[src/rtl/serial_frame_receiver_pkg.sv]
// Shared definitions for the serial frame receiver.
// Holds the bit-level FSM state type, the data width and the default baud divisor.
// Optional feature macro: PARITY_RX_EN adds the even-parity state to the FSM.
package serial_frame_receiver_pkg;

  localparam int unsigned DATA_BITS            = 8;
  localparam int unsigned DEFAULT_CLKS_PER_BIT = 16;

  typedef enum logic [2:0] {
    StIdle,
    StStart,
    StData,
`ifdef PARITY_RX_EN
    StParity,
`endif
    StStop,
    StWaitHigh
  } rx_state_e;

endpackage

[src/rtl/serial_frame_receiver_rx_synchronizer.sv]
// Two-flop synchronizer for the asynchronous serial line.
// Ports:
//   clk_i - system clock
//   rst_i - synchronous active-high reset; both flops reset to 1 (line idle level)
//   d_i   - asynchronous input
//   q_o   - synchronized output
module serial_frame_receiver_rx_synchronizer (
  input  logic clk_i,
  input  logic rst_i,
  input  logic d_i,
  output logic q_o
);

  logic [1:0] sync_d, sync_q;

  always_comb begin
    sync_d = {sync_q[0], d_i};
  end

  always_ff @(posedge clk_i) begin
    if (rst_i) begin
      sync_q <= 2'b11;
    end else begin
      sync_q <= sync_d;
    end
  end

  assign q_o = sync_q[1];

endmodule

[src/rtl/serial_frame_receiver.sv]
// 8N1 serial receiver with length-prefixed frame tracking.
// Recovers bytes from Rx using a per-bit clock count, strobes each good byte and
// flags whether it is a frame length header or the final byte of a frame.
// Ports:
//   Clk, Reset   - clock and synchronous active-high reset
//   Rx           - asynchronous serial line, idle high
//   Data_byte    - last good byte, held until the next one
//   Receive_flag - one-cycle strobe, Data_byte valid
//   Is_header    - with Receive_flag, byte is a frame length
//   Frame_done   - with Receive_flag, last byte of a frame
//   Frame_error  - one-cycle strobe on bad stop bit (or bad parity)
//   Busy         - FSM not idle
// Optional feature macro: PARITY_RX_EN adds one even-parity bit after the data bits.
module serial_frame_receiver
  import serial_frame_receiver_pkg::*;
#(
  parameter int unsigned CLKS_PER_BIT = DEFAULT_CLKS_PER_BIT
) (
  input  logic       Clk,
  input  logic       Reset,
  input  logic       Rx,
  output logic [7:0] Data_byte,
  output logic       Receive_flag,
  output logic       Is_header,
  output logic       Frame_done,
  output logic       Frame_error,
  output logic       Busy
);

  localparam int unsigned CntW = $clog2(CLKS_PER_BIT);
  localparam int unsigned BitW = $clog2(DATA_BITS);
  localparam logic [CntW-1:0] HalfM1  = CntW'(CLKS_PER_BIT / 2 - 1);
  localparam logic [CntW-1:0] FullM1  = CntW'(CLKS_PER_BIT - 1);
  localparam logic [BitW-1:0] LastBit = BitW'(DATA_BITS - 1);

  logic                 rxs;
  rx_state_e            state_d, state_q;
  logic [CntW-1:0]      cnt_d, cnt_q;
  logic [BitW-1:0]      bit_cnt_d, bit_cnt_q;
  logic [DATA_BITS-1:0] shift_d, shift_q;
  logic [7:0]           data_byte_d, data_byte_q;
  logic [7:0]           rem_d, rem_q;
  logic                 in_frame_d, in_frame_q;
  logic                 receive_flag_d, receive_flag_q;
  logic                 is_header_d, is_header_q;
  logic                 frame_done_d, frame_done_q;
  logic                 frame_error_d, frame_error_q;
  logic                 par_bad;

  serial_frame_receiver_rx_synchronizer u_rx_synchronizer (
    .clk_i (Clk),
    .rst_i (Reset),
    .d_i   (Rx),
    .q_o   (rxs)
  );

`ifdef PARITY_RX_EN
  logic par_err_d, par_err_q;
  assign par_bad = par_err_q;
`else
  assign par_bad = 1'b0;
`endif

  always_comb begin
    state_d        = state_q;
    cnt_d          = cnt_q + CntW'(1);
    bit_cnt_d      = bit_cnt_q;
    shift_d        = shift_q;
    data_byte_d    = data_byte_q;
    rem_d          = rem_q;
    in_frame_d     = in_frame_q;
    receive_flag_d = 1'b0;
    is_header_d    = 1'b0;
    frame_done_d   = 1'b0;
    frame_error_d  = 1'b0;
`ifdef PARITY_RX_EN
    par_err_d      = par_err_q;
`endif

    unique case (state_q)
      StIdle: begin
        cnt_d = '0;
        if (!rxs) begin
          state_d   = StStart;
          bit_cnt_d = '0;
`ifdef PARITY_RX_EN
          par_err_d = 1'b0;
`endif
        end
      end
      StStart: begin
        if (cnt_q == HalfM1) begin
          cnt_d   = '0;
          // A line that is high again at mid-start is a glitch, not a byte.
          state_d = rxs ? StIdle : StData;
        end
      end
      StData: begin
        if (cnt_q == FullM1) begin
          cnt_d     = '0;
          shift_d   = {rxs, shift_q[DATA_BITS-1:1]};
          bit_cnt_d = bit_cnt_q + BitW'(1);
          if (bit_cnt_q == LastBit) begin
`ifdef PARITY_RX_EN
            state_d = StParity;
`else
            state_d = StStop;
`endif
          end
        end
      end
`ifdef PARITY_RX_EN
      StParity: begin
        if (cnt_q == FullM1) begin
          cnt_d     = '0;
          // Even parity: the parity bit equals the XOR of the data bits.
          par_err_d = (rxs != ^shift_q);
          state_d   = StStop;
        end
      end
`endif
      StStop: begin
        if (cnt_q == FullM1) begin
          cnt_d = '0;
          if (!rxs || par_bad) begin
            frame_error_d = 1'b1;
            in_frame_d    = 1'b0;
            state_d       = rxs ? StIdle : StWaitHigh;
          end else begin
            state_d        = StIdle;
            data_byte_d    = shift_q;
            receive_flag_d = 1'b1;
            if (!in_frame_q) begin
              is_header_d = 1'b1;
              rem_d       = shift_q;
              if (shift_q == 8'd0) begin
                frame_done_d = 1'b1;
              end else begin
                in_frame_d = 1'b1;
              end
            end else begin
              rem_d = rem_q - 8'd1;
              if (rem_q == 8'd1) begin
                frame_done_d = 1'b1;
                in_frame_d   = 1'b0;
              end
            end
          end
        end
      end
      StWaitHigh: begin
        cnt_d = '0;
        if (rxs) begin
          state_d = StIdle;
        end
      end
      default: begin
        state_d = StIdle;
      end
    endcase
  end

  always_ff @(posedge Clk) begin
    if (Reset) begin
      state_q        <= StIdle;
      cnt_q          <= '0;
      bit_cnt_q      <= '0;
      shift_q        <= '0;
      data_byte_q    <= '0;
      rem_q          <= '0;
      in_frame_q     <= 1'b0;
      receive_flag_q <= 1'b0;
      is_header_q    <= 1'b0;
      frame_done_q   <= 1'b0;
      frame_error_q  <= 1'b0;
`ifdef PARITY_RX_EN
      par_err_q      <= 1'b0;
`endif
    end else begin
      state_q        <= state_d;
      cnt_q          <= cnt_d;
      bit_cnt_q      <= bit_cnt_d;
      shift_q        <= shift_d;
      data_byte_q    <= data_byte_d;
      rem_q          <= rem_d;
      in_frame_q     <= in_frame_d;
      receive_flag_q <= receive_flag_d;
      is_header_q    <= is_header_d;
      frame_done_q   <= frame_done_d;
      frame_error_q  <= frame_error_d;
`ifdef PARITY_RX_EN
      par_err_q      <= par_err_d;
`endif
    end
  end

  assign Data_byte    = data_byte_q;
  assign Receive_flag = receive_flag_q;
  assign Is_header    = is_header_q;
  assign Frame_done   = frame_done_q;
  assign Frame_error  = frame_error_q;
  assign Busy         = (state_q != StIdle);

endmodule

[config.mk]
export PLATFORM = sky130hd
export DESIGN_NAME = serial_frame_receiver
export DESIGN_NICKNAME = d
export VERILOG_FILES = /design/src/rtl/serial_frame_receiver_pkg.sv /design/src/rtl/serial_frame_receiver_rx_synchronizer.sv /design/src/rtl/serial_frame_receiver.sv
export SDC_FILE = /design/constraint.sdc
export NUM_CORES = 1
export LEC_CHECK = 0
export CORE_ASPECT_RATIO = 1.2
export CORE_MARGIN = 2
export CORE_UTILIZATION = 50
export CTS_CLUSTER_SIZE = 28
export DETAILED_ROUTE_END_ITERATION = 6
export PLACE_DENSITY = 0.81
export SLEW_MARGIN = 40
export SYNTH_ARGS = -nofsm -noshare
export SYNTH_HDL_FRONTEND = slang
export SYNTH_SLANG_ARGS = --single-unit
export TNS_END_PERCENT = 10
[constraint.sdc]
create_clock -name Clk -period 2.7 [get_ports Clk]
set_input_delay 0.675 -clock Clk [delete_from_list [all_inputs] [get_ports Clk]]
set_output_delay 0.675 -clock Clk [all_outputs]
set_load 0.02 [all_outputs]
==> results.md, run 1 <==
- Status: finished clean
- Initial core utilization: 0.513
- Startpoint types: register
- GRT Total Usage: 0.196
- Reg clk slew, reported paths: 80 ps
- Maximum VDD drop: 0.349 mV
- Clk root buf: clkbuf_8
- Final-stage net count: 238
- Post-synth ARST share: 0
- Worst Path Max Fanout: 10
- Worst Tran Pin Value: 659 ps
- Count of max-cap constraint violations: 0
- Cells after Synth: 217
- Peak Freq: 420 MHz
- Fin crit period: 2380 ps
- Syn Area/Cell: 8.44 um2
- Critical path required time: 2030 ps
- Hold Path Sink: u_rx_synchronizer.sync_q[1]
- Setup CP Type: register to primary output
- DR vias/cell: 5.67
- DP Cell Count: 262
- Post-synthesis register bit count: 41
- Final ANT Viol Nets: 0
- Sequential element share of the synthesized area: 0.448
- Diode count: 0
- CTS Buf Count: 5
- Multi-input logic area: 917 um2
- Routability cong.: 0.908
- Met1 Resource Use GR: 0.258
- IO Port Bufs: 15
- Worst Clk Skew: 2.43 ps
- Seq. cell area: 821 um2
- Reg2reg path depth: 5
- Worst r2r src: cnt_q[0]
- GR Overflow Total: 0
- Fin crit share: 0.881
- Share of cells above drive strength 1: 0.0866
- Worst Min Path Start: u_rx_synchronizer.sync_q[0]
- Post-DP HPWL: 2540 um
- Arr. time, crit path: 1700 ps
- Clock Path Buffers: 2
- Core area: 3570 um2
- Synth area leaders: dfxtp_1 45%, nand2_1 5.9%, a21oi_1 5.5%
- RSZ-0062 raised after global routing: no
- # setup viols final: 0
- # hold bufs at CTS: 0
- Worst R2R Setup Slack: 700 ps
- Synth warn: 0
- H-tree Lvls: 2
- Clock Sinks: 41
- Setup crit start: state_q[0]
- Setup TNS: 0 ps
- Clk_lat worst skew: 290 ps
- Via count: 1532
- Yosys cell types: 43
- Number of global-route vias before repair: 1384
- CTS tree: done
- Power Dens Cells: 493 nW/um2
- Final-report hold violation count: 0
- Top_reg_cell synth: dfxtp_1
- Top cells by count, synth: 41 x dfxtp_1, 29 x nand2_1, 25 x nor2_1
- Final hold slack: 431 ps
- First-pass GRT wire length: 6270 um
- DIE AREA: 4170 um2
- DRC viols: 0
- Mapped Nets: 225
- Wirelength per Cell: 13.8 um
- Leak Pwr: 0.743 nW
- Worst setup EP type: primary output
- Synth top area share: 0.448
- Max_slew headroom: 0.557
- Worst hold path depth: 1
- Initial DRC Count: 37
- Post-synth EDFFs: 0
- Most numerous cell in the Yosys netlist: dfxtp_1
- Non-filler instance count after layout: 270
- Met3 global-route usage: 0.0556
- RR Endpoint: rem_q[0]
- Die Span X: 59.3 um
- Gr busiest metal: met2
- Number of max-slew violations in the final report: 0
- Area growth syn-to-layout: 13.9%
- Post-CTS setup repair buffer count: 0
- Number of fill cells: 323
- Largest net degree at the start of global routing: 20
- Type of the worst min-delay path: register to register
- Std cell rows: 24
- Die Ht: 70.3 um
- PostCTS Resize Cnt: 0
- Cell taking the most area after synthesis: dfxtp_1
- Total Wirelength: 3730 um
- Io pins: 16
- Synth Cell Area: 1830 um2
- Fin util: 0.584
- Met2 GRT Util: 0.294
- DRT Pass-1 Iters: 4
- Initial antenna violation count: 0
-- kinds of logic (layout without fill, tap and decap cells) --
logic type               after synthesis  in the layout  share of synthesized area
adder cells (fa/ha/maj)                5              5                     0.0342
AO/OA/AOI/OAI                         44             44                      0.143
buffers and inverters                 21             35                     0.0540
multiplexers                           9              9                     0.0499
AND/OR/NAND/NOR                       93             93                      0.251
XOR/XNOR                               4              4                     0.0191
flip-flops                            41             41                      0.448
-- worst max-delay path by stage --
stage	to	slack, ps	cells past startpoint
floorplan	rem_q[0]	1050	6
global placement	Busy	680	2
detailed placement	Busy	660	2
CTS	Busy	320	2
global route	Busy	260	2
finish	Busy	320	2
-- worst max-delay path, cell delays in order (launching register included) --
cell	delay (ps)
dfxtp_1	400
or3_1	450
clkdlybuf4s50_1	550
-- layout by cell type, fill, tap and decap left out, drive strengths merged, types with 3 or more instances in the layout --
cell type,netlist,final
a21oi,20,20
buf,9,5
or2,3,3
nor2,25,25
mux2i,8,8
nor2b,4,4
nand2,29,29
inv,6,6
clkdlybuf4s50,0,15
nand3,8,8
or3,4,4
ha,5,5
dfxtp,41,41
o21ai,10,10
clkbuf,5,5
nor3,8,8
clkinv,1,3
-- metal layers --
| layer | share of wire | wire length [um] |
|---|---|---|
| met1 | 0.48 | 1800 |
| met2 | 0.46 | 1720 |
| met3 | 0.036 | 136 |
| met4 | 0.021 | 78 |
| met5 | 0 | 0 |
-- per-stage QoR --
step	instance area (um2)	power [mW]	setup WS (ps)
floorplan	1830	0.640	1050
CTS	2090	1.04	319
global placement	2000	0.648	679
global route	2090	1.07	259
detailed placement	2000	0.649	656
finish	2090	1.03	321
-- area by class of cell --
| type | instances | share of cell area |
|---|---|---|
| Tap cell | 39 | 0.0234 |
| Inverter | 7 | 0.0126 |
| Timing Repair Buffer | 20 | 0.0899 |
| Clock inverter | 3 | 0.00839 |
| Multi-Input combinational cell | 155 | 0.439 |
| Sequential cell | 41 | 0.393 |
| Clock buffer | 5 | 0.0330 |
-- registers in the layout (all words and copies together) (netlist names) --
| signal | count |
|---|---|
| Frame_done | 1 |
| Is_header | 1 |
| Receive_flag | 1 |
| cnt_q | 4 |
| shift_q | 8 |
| bit_cnt_q | 3 |
| in_frame_q | 1 |
| Frame_error | 1 |
| rem_q | 8 |
| Data_byte | 8 |
| u_rx_synchronizer.sync_q | 2 |
| state_q | 3 |
-- power by group --
| group | internal (mW) | leakage (nW) | switching (mW) |
|---|---|---|---|
| logic | 0.00970 | 0.368 | 0.0140 |
| clock network | 0.178 | 0.0439 | 0.217 |
| registers | 0.607 | 0.331 | 0.00416 |
| total | 0.795 | 0.743 | 0.235 |
Note: power is estimated with default switching activity, not from simulation.
==> inputs of run 2 (changes only) <==
- CORE_UTILIZATION: 50 -> 47
- PLACE_DENSITY: 0.81 -> 0.77
==> run 2 against run 1 <==
Compared with the run above: setup slack improved by 21 ps; fmax increased by 0.87%; via count decreased by 4.2%; power increased by 7.2%; die area increased by 6.0%; sequential power about the same; worst hold slack got worse by 13 ps; critical path type unchanged; critical endpoint unchanged.
==> results.md, run 2 (synthesis results as in run 1) <==
- Worst Path Max Fanout: 10 (unchanged)
- Routability cong.: 0.887 (was 0.908)
- Post-DP HPWL: 2360 um (was 2540 um)
- Clock power frac: 0.427 (was 0.384)
- # setup viols final: 0 (unchanged)
- H-tree Lvls: 2 (unchanged)
- Initial core utilization: 0.496 (was 0.513)
- Reg power frac: 0.554 (was 0.593)
- Number of global-route vias before repair: 1387 (was 1384)
- Worst Clk Skew: 6.03 ps (was 2.43 ps)
- Post-route cell area: 2120 um2 (was 2090 um2)
- Fin crit period: 2360 ps (was 2380 ps)
- # hold bufs at CTS: 0 (unchanged)
- Initial DRC Count: 33 (was 37)
- Setup TNS: 0 ps (unchanged)
- Final hold slack: 418 ps (was 431 ps)
- Type of the worst min-delay path: register to register (unchanged)
- Power Dens Cells: 520 nW/um2 (was 493 nW/um2)
- Worst Tran Pin Value: 634 ps (was 659 ps)
- Diode count: 0 (unchanged)
- Sw frac: 0.199 (was 0.228)
- Worst Min Path Start: u_rx_synchronizer.sync_q[0] (unchanged)
- Worst hold path depth: 1 (unchanged)
- DR vias/cell: 5.21 (was 5.67)
- Share of cells above drive strength 1: 0.0826 (was 0.0866)
- GRT Total Usage: 0.182 (was 0.196)
- DRT Pass-1 Iters: 4 (unchanged)
- Leak Pwr: 0.752 nW (was 0.743 nW)
- Clk root buf: clkbuf_8 (unchanged)
- Most frequent cells in the layout: 41 x dfxtp_1, 29 x nand2_1, 25 x nor2_1 (unchanged)
- Std cell rows: 24 (unchanged)
- Max_slew headroom: 0.577 (was 0.557)
- Combinational share of power: 0.020 (was 0.023)
- Io pins: 16 (unchanged)
- Worst R2R Setup Slack: 700 ps (about the same)
- Wirelength per Cell: 12.2 um (was 13.8 um)
- Post-CTS setup repair buffer count: 0 (unchanged)
- Int Pwr: 884 uW (was 795 uW)
- Clock Path Buffers: 2 (unchanged)
- CTS Buf Count: 5 (unchanged)
- Maximum VDD drop: 0.371 mV (was 0.349 mV)
- Final-report hold violation count: 0 (unchanged)
- Final Worst Setup Slack: 341 ps (was 321 ps)
- RR Endpoint: rem_q[0] (unchanged)
- Number of fill cells: 337 (was 323)
- Final-stage net count: 238 (unchanged)
- Setup crit start: state_q[0] (unchanged)
- Via count: 1468 (was 1532)
- Largest net degree at the start of global routing: 26 (was 20)
- Pre-CTS setup slack: 661 ps (was 656 ps)
- Count of max-cap constraint violations: 0 (unchanged)
- Worst setup EP type: primary output (unchanged)
- DRC viols: 0 (unchanged)
- Worst r2r src: cnt_q[0] (unchanged)
- Commonest non-fill, non-tap cell in the layout: dfxtp_1 (unchanged)
- Arr. time, crit path: 1680 ps (was 1700 ps)
- Switching power: 220 uW (was 235 uW)
- Clk_lat worst skew: 300 ps (was 290 ps)
- Core area: 3690 um2 (was 3570 um2)
- RSZ-0062 raised after global routing: no (unchanged)
- Cell Area, Placed: 2020 um2 (was 2000 um2)
- IO Port Bufs: 15 (unchanged)
- First-pass GRT wire length: 6080 um (was 6270 um)
- Setup CP Type: register to primary output (unchanged)
- Final ANT Viol Nets: 0 (unchanged)
- Die Ht: 72.4 um (was 70.3 um)
- Area growth syn-to-layout: 15.8% (was 13.9%)
- PostCTS Resize Cnt: 0 (unchanged)
- Peak Freq: 424 MHz (was 420 MHz)
- Clock Sinks: 41 (unchanged)
- Number of max-slew violations in the final report: 0 (unchanged)
- Startpoint types: register (unchanged)
- Reg clk slew, reported paths: 70 ps (was 80 ps)
- Reg2reg path depth: 5 (unchanged)
- Fin crit share: 0.874 (was 0.881)
- GR Overflow Total: 0 (unchanged)
- DIE AREA: 4410 um2 (was 4170 um2)
- Initial antenna violation count: 0 (unchanged)
- Status: finished clean (unchanged)
- Critical path required time: 2030 ps (about the same)
- Total Wirelength: 3440 um (was 3730 um)
- CTS tree: done (unchanged)
- Die Span X: 61.0 um (was 59.3 um)
- Hold Path Sink: u_rx_synchronizer.sync_q[1] (unchanged)
==> run 2: cell count changes in the layout (fill, tap and decap cells not counted), sizes merged <==
cell and delta:
bufinv +1, clkinvlp -1, clkinv -1
==> run 2: worst max-delay path: stages (launching register included) <==
cell and delay [ps]:
dfxtp_1 400, or3_1 440, clkdlybuf4s50_1 550
==> run 2: layout make-up <==
cell class | count | area, um2 | share of cell area
multi-input cells | 155 | 917 | 0.432
flip-flops and latches | 41 | 821 | 0.387
repair buffers | 20 | 188 | 0.0885
clock buffers | 5 | 68.8 | 0.0324
well taps | 52 | 65.1 | 0.0307
clock inverters | 2 | 35.0 | 0.0165
inverters | 7 | 26.3 | 0.0124
==> run 2: routing by layer <==
layer	track usage	part of all wire
met2	0.283	0.45
met1	0.226	0.47
met4	0.0845	0.017
met5	0	0
met3	0.0588	0.062
==> run 2: worst max path at each step <==
stage,endpoint,slack [ps],cells past startpoint
finish,Busy,340,2
CTS,Busy,330,2
global route,Busy,270,2
global placement,Is_header,670,3
floorplan,rem_q[0],1050,6
detailed placement,Busy,660,2
==> run 2: power by group through the flow <==
stage | Combinational [mW] | Sequential, mW | Clock, mW
2_1_floorplan | 0.0182 | 0.622 | 0
3_3_place_gp | 0.0221 | 0.625 | 0
3_5_place_dp | 0.0220 | 0.625 | 0
4_1_cts | 0.0223 | 0.611 | 0.484
5_1_grt | 0.0247 | 0.612 | 0.503
6_report | 0.0218 | 0.611 | 0.471
==> run 2: through the flow <==
stage / total power [mW] / instances / util
after detailed placement: 0.647 / 275 / 0.546
after CTS: 1.12 / 282 / 0.574
after global placement: 0.647 / 275 / 0.546
after global routing: 1.14 / 282 / 0.574
after floorplan: 0.640 / 217 / -
final: 1.10 / 282 / 0.574
